**config.mk**
```make
export PLATFORM = sky130hd
export DESIGN_NAME = record_demux_1_to_8
export DESIGN_NICKNAME = d
export VERILOG_FILES = /design/src/rtl/record_demux_1_to_8.sv
export SDC_FILE = /design/constraint.sdc
export NUM_CORES = 1
export LEC_CHECK = 0
export BUFFER_PORTS_ARGS = -buffer_cell sky130_fd_sc_hd__buf_2
export CAP_MARGIN = 20
export CORE_MARGIN = 2
export CORE_UTILIZATION = 40
export CTS_CLUSTER_DIAMETER = 30
export DETAILED_ROUTE_END_ITERATION = 8
export SYNTH_ARGS = -nofsm -noshare
export SYNTH_HDL_FRONTEND = slang
export SYNTH_SLANG_ARGS = --single-unit
```
**constraint.sdc**
```tcl
create_clock -name i_clk -period 19.1 [get_ports i_clk]
set_input_delay 2.865 -clock i_clk [delete_from_list [all_inputs] [get_ports i_clk]]
set_output_delay 2.865 -clock i_clk [all_outputs]
set_load 0.01 [all_outputs]
```
**src/rtl/record_demux_1_to_8.sv**
```systemverilog
// ============================================================================
// record_demux_1_to_8 : routes one record stream to 8 lanes with per-lane FIFOs
// Revision: 1.0
// ============================================================================
`default_nettype none

module record_demux_1_to_8 #(
  parameter int RECORD_DATA_WIDTH = 32,
  parameter int LANE_DEPTH        = 2
) (
  input  logic                           i_clk,
  input  logic                           i_rst,
  input  logic [RECORD_DATA_WIDTH-1:0]   i_data,
  input  logic [2:0]                     i_sel,
  input  logic                           i_valid,
  output logic                           o_ready,
  output logic [8*RECORD_DATA_WIDTH-1:0] o_data,
  output logic [7:0]                     o_valid,
  input  logic [7:0]                     i_ready,
  output logic                           o_idle
);

  localparam int                 c_PTR_W = $clog2(LANE_DEPTH);
  localparam int                 c_CNT_W = c_PTR_W + 1;
  localparam logic [c_CNT_W-1:0] c_FULL  = c_CNT_W'(LANE_DEPTH);

  logic [7:0] w_full;

  for (genvar k = 0; k < 8; k++) begin : g_lane
    logic [RECORD_DATA_WIDTH-1:0] r_mem [LANE_DEPTH];
    logic [c_PTR_W-1:0]           r_wr_ptr;
    logic [c_PTR_W-1:0]           r_rd_ptr;
    logic [c_CNT_W-1:0]           r_count;
    logic                         w_push;
    logic                         w_pop;

    // Full test uses the registered count only, so a same-cycle pop never frees a slot
    assign w_push = i_valid && (i_sel == 3'(k)) && (r_count != c_FULL);
    assign w_pop  = (r_count != '0) && i_ready[k];

    always_ff @(posedge i_clk or posedge i_rst) begin
      if (i_rst) begin
        for (int e = 0; e < LANE_DEPTH; e++) begin
          r_mem[e] <= '0;
        end
        r_wr_ptr <= '0;
        r_rd_ptr <= '0;
        r_count  <= '0;
      end else begin
        if (w_push) begin
          r_mem[r_wr_ptr] <= i_data;
          r_wr_ptr        <= r_wr_ptr + c_PTR_W'(1);
        end
        if (w_pop) begin
          r_rd_ptr <= r_rd_ptr + c_PTR_W'(1);
        end
        case ({w_push, w_pop})
          2'b10:   r_count <= r_count + c_CNT_W'(1);
          2'b01:   r_count <= r_count - c_CNT_W'(1);
          default: r_count <= r_count;
        endcase
      end
    end

    assign w_full[k]                                   = (r_count == c_FULL);
    assign o_valid[k]                                  = (r_count != '0);
    assign o_data[k*RECORD_DATA_WIDTH +: RECORD_DATA_WIDTH] = r_mem[r_rd_ptr];
  end

  assign o_ready = ~w_full[i_sel];
  assign o_idle  = ~|o_valid;

endmodule

`default_nettype wire

```
### Word level (Yosys, flattened, before mapping)

Cells that the tools add are included.

| operators by class | value |
|---|---|
| equal/unequal tests | 39 |
| bitwise operators | 17 |
| add/sub/neg operators | 32 |
| $lt $le $gt $ge | 25 |
| muxes and demuxes | 58 |
| reductions and logical operators | 51 |

Operators with widths:

| kind | number |
|---|---|
| $mux W32 | 32 |
| $bwmux W64 | 8 |
| $demux W32 S1 | 8 |
| $eq A2 B2 Y1 const B | 16 |
| $ge A2 B2 Y1 const B | 16 |
| $logic_and A1 B1 Y1 | 32 |
| $not A1 Y2 | 16 |
| $pmux W2 S2 | 8 |
| $reduce_bool A2 Y1 | 16 |
| $add A1 B1 Y1 const B | 16 |
| $add A2 B1 Y2 const B | 8 |
| $eq A2 B1 Y1 const B | 8 |
| $lt A2 B1 Y1 const B | 8 |
| $ne A2 B2 Y1 const B | 8 |
| $sub A2 B1 Y2 const B | 8 |
| $eq A3 B3 Y1 const B | 4 |
| $reduce_or A8 Y1 | 1 |
| $eq A3 B2 Y1 const B | 2 |
| $lt A3 B4 Y1 const B | 1 |
| $bmux W1 S3 | 1 |
| $eq A3 B1 Y1 const B | 1 |
| $logic_not A3 Y1 | 1 |
| $logic_not A1 Y1 | 1 |
| $mux W1 | 1 |
| $not A1 Y1 | 1 |

| storage, ports and cells | value |
|---|---|
| register bits | 544 |
| input bits | 46 |
| output and inout bits | 266 |

### Longest topological paths before layout

| depth | value |
|---|---|
| word-level depth | 6 |
| gate-level depth with buffers | 7 |
| mapped depth without buffers | 7 |

### Worst setup path after synthesis

No wires, ideal clock.

| path | value |
|---|---|
| kind | input port to output port |
| start point | in i_sel[1] |
| end point | out o_ready |
| setup slack | 12.666 ns |
| path buffers | 0 |
| arrival | 3.569 ns |
| stages on the path | 4 |
| path through | and2b_2 -> a221o_1 -> a21oi_1 -> a31oi_1 |

| on the way | value |
|---|---|
| cells in the longest elaborated chain, start to end | 3 |

RTL lines:

| item | RTL line | text |
|---|---|---|
| start: declaration | 14 | `input logic [2:0] i_sel,` |
| $bmux W1 S3 | 70 | `assign o_ready = ~w_full[i_sel];` |
| $mux W1 (not written as such) | 70 |  |
| $not A1 Y1 | 70 |  |
| end: declaration | 16 | `output logic o_ready,` |

Every way passes these cells. The select of a mux whose other input is x is not followed.

### Final worst setup path

Same ends and word-level chain as after synthesis.

==> metrics.txt <==
dpl hpwl just under 40000 um; # Max-Cap Violations 0; # IOs between 300 and 400; largest net degree at the start of global routing 173; outcome finished clean; post-CTS setup buffer count 0; first-pass GRT wire length 95800 um; vias in the first global route roughly 16000; RSZ-0062 raised after global routing false; commonest non-fill, non-tap cell in the layout mux2_2; gpl congestion a little under 0.8; setup TNS 0 ps; layout overhead on the synthesized area 28.7%; Starting Density 0.404; relative slew slack 0.267; Slew Limit Fails 0; residual DRC count 0; Synth Instances around 1600; post-CTS sizing 0; Tightest Pin Transition 1100 ps; Design Power 6.33 mW; Post-synth ARST share 1.00; Comb pwr share 0.309; critical setup path kind in2out; number of flops mapped to enable cells by yosys 0; Worst VDD drop about 110 uV; Clock Skews 23.8 ps; DR vias/cell 5.11; critical path arrival between 3000 and 4000 ps; ANT cells 0; syn nets approximately 1600; Post-Syn Area 23800 sq um; Seq/Total Area, Yosys 0.571; layout cells sized above 1 0.660; Antenna Nets Post-Route 0; P per Cell Area 206 nW/um^2; CTS Buf Count 131; Critical Path Sink Type output pin; ys flop type dfrtp_1; sw frac 0.307; P_int ~4.4 mW; Crit path required time 16230 ps; num rows a little under 90; Clk pin slew, worst setup/hold paths roughly 40 ps; Net Switching 1.94 mW; antenna violations before repair 2; post-cts hold buffer count 0; synth warn 0; crit share post-route 0.355; initial DRC count 485; DRT Wirelength roughly 64000 um; root buffer selected by CTS clkbuf_16; CP max FO 5; Setup violations, final 0; core area ~59000 sq um; FF+latch count, synth around 540; most frequent cells in the layout mux2_2, dfrtp_1, buf_2; clock power share 0.355; Clock Latency Late Sink between 600 and 700 ps; Min-Delay Path Class reg2reg; IO Port Bufs approximately 310; die width ~250 um; Seq pwr share 0.335; clock sink count about 540; CTS tree yes; Startpoint Class input pin; Pleak roughly 14 nW; Total Nets Final 1959; f_max 148 MHz; WL per Instance around 23 um; total track usage 0.212; Hold Violations, Final 0; Max clock buf depth 3; Pre-Repair DR Iteration Count 4; Final min period just under 7000 ps; chip height ~250 um; DR vias 14200; grt total ovfl 0; Synth cell types 36; htree depth 4; Die ar. a little over 60000 sq um; synthesized area per cell roughly 15 sq um
==> sequential cells by signal, summed over array words and instances, names as in the netlist <==
name             cells
g_lane.r_count      16
g_lane.r_rd_ptr      8
g_lane.r_mem       512
g_lane.r_wr_ptr      8
==> synthesized netlist by cell type, types with 5 or more instances <==
cell type / count / area, sq um
mux2_2: 712 / 8020
dfrtp_1: 544 / 13600
clkbuf_1: 64 / 240
mux2_4: 30 / 450
buf_2: 29 / 145
mux2_1: 26 / 293
xnor2_1: 25 / 219
xor2_1: 15 / 131
buf_4: 12 / 90.1
nor2_1: 12 / 45.0
or2_2: 9 / 56.3
and2_1: 8 / 50.1
ha_1: 8 / 100
inv_1: 7 / 26.3
buf_6: 6 / 67.6
nand2_1: 6 / 22.5
nand2b_1: 5 / 31.3
nor2_2: 5 / 31.3
==> layout make-up <==
class	count	area [sq um]
fillers	4974	28300
flip-flops and latches	544	13600
multi-input cells	888	9700
clock buffers	177	3740
repair buffers	332	1800
well taps	773	967
clock inverters	62	815
inverters	8	37.5
==> cell families (layout without fill, tap and decap cells) <==
group / Yosys count / count (layout) / synth area share
compound gates: 7 / 7 / 0.00268
xor+xnor: 40 / 40 / 0.0147
fa+ha+maj: 8 / 8 / 0.00420
buf+inv: 122 / 579 / 0.0245
flops: 544 / 544 / 0.571
mux: 769 / 769 / 0.368
simple gates: 64 / 64 / 0.0148
==> worst max-delay path, stage by stage <==
cell,delay (ps)
buf_2,130
and2b_2,280
a221o_1,300
a21oi_1,140
a31oi_1,50
buf_2,150
==> power by group through the flow <==
stage	clock [mW]	combinational, mW	sequential (mW)
after global placement	0	1.95	2.10
final	2.25	1.96	2.12
after CTS	2.29	1.99	2.13
after detailed placement	0	1.97	2.14
after floorplan	0	1.39	1.91
after global routing	2.36	2.11	2.21
==> stage by stage <==
| step | utilization | instance area, sq um | setup slack [ps] | hold slack (ps) | std cells |
|---|---|---|---|---|---|
| global route | 0.520 | 30700 | 12290 | 489 | 2784 |
| floorplan | - | 23800 | 1030 | 447 | 1554 |
| global placement | 0.441 | 26000 | 12340 | 463 | 2540 |
| finish | 0.520 | 30700 | 12320 | 476 | 2784 |
| detailed placement | 0.441 | 26000 | 12350 | 467 | 2540 |
| CTS | 0.518 | 30600 | 12350 | 477 | 2779 |
==> per-layer routing <==
metal / GRT usage / share of wire
met5: 0 / 0.00025
met4: 0.0783 / 0.022
met3: 0.0571 / 0.053
met2: 0.357 / 0.50
met1: 0.262 / 0.42
==> path summary, 6_finish.rpt <==
| kind | from | end | slack (ps) | cells past startpoint |
|---|---|---|---|---|
| setup reg to reg | g_lane[7].r_count[1]$_DFFE_PP0P_ | g_lane[7].r_mem[3]$_DFFE_PP0P_ | 16500 | 4 |
| max in group asynchronous | i_rst | g_lane[6].r_rd_ptr$_DFFE_PP0P_ | 14190 | 4 |
| min in group asynchronous | i_rst | g_lane[1].r_mem[2]$_DFFE_PP0P_ | 2400 | 2 |
| hold reg to reg | g_lane[2].r_count[1]$_DFFE_PP0P_ | g_lane[2].r_count[1]$_DFFE_PP0P_ | 480 | 1 |
| setup / recovery | i_sel[1] | o_ready | 12320 | 6 |
| hold / removal | g_lane[2].r_count[1]$_DFFE_PP0P_ | g_lane[2].r_count[1]$_DFFE_PP0P_ | 480 | 1 |
(Power assumes the default switching activity.)
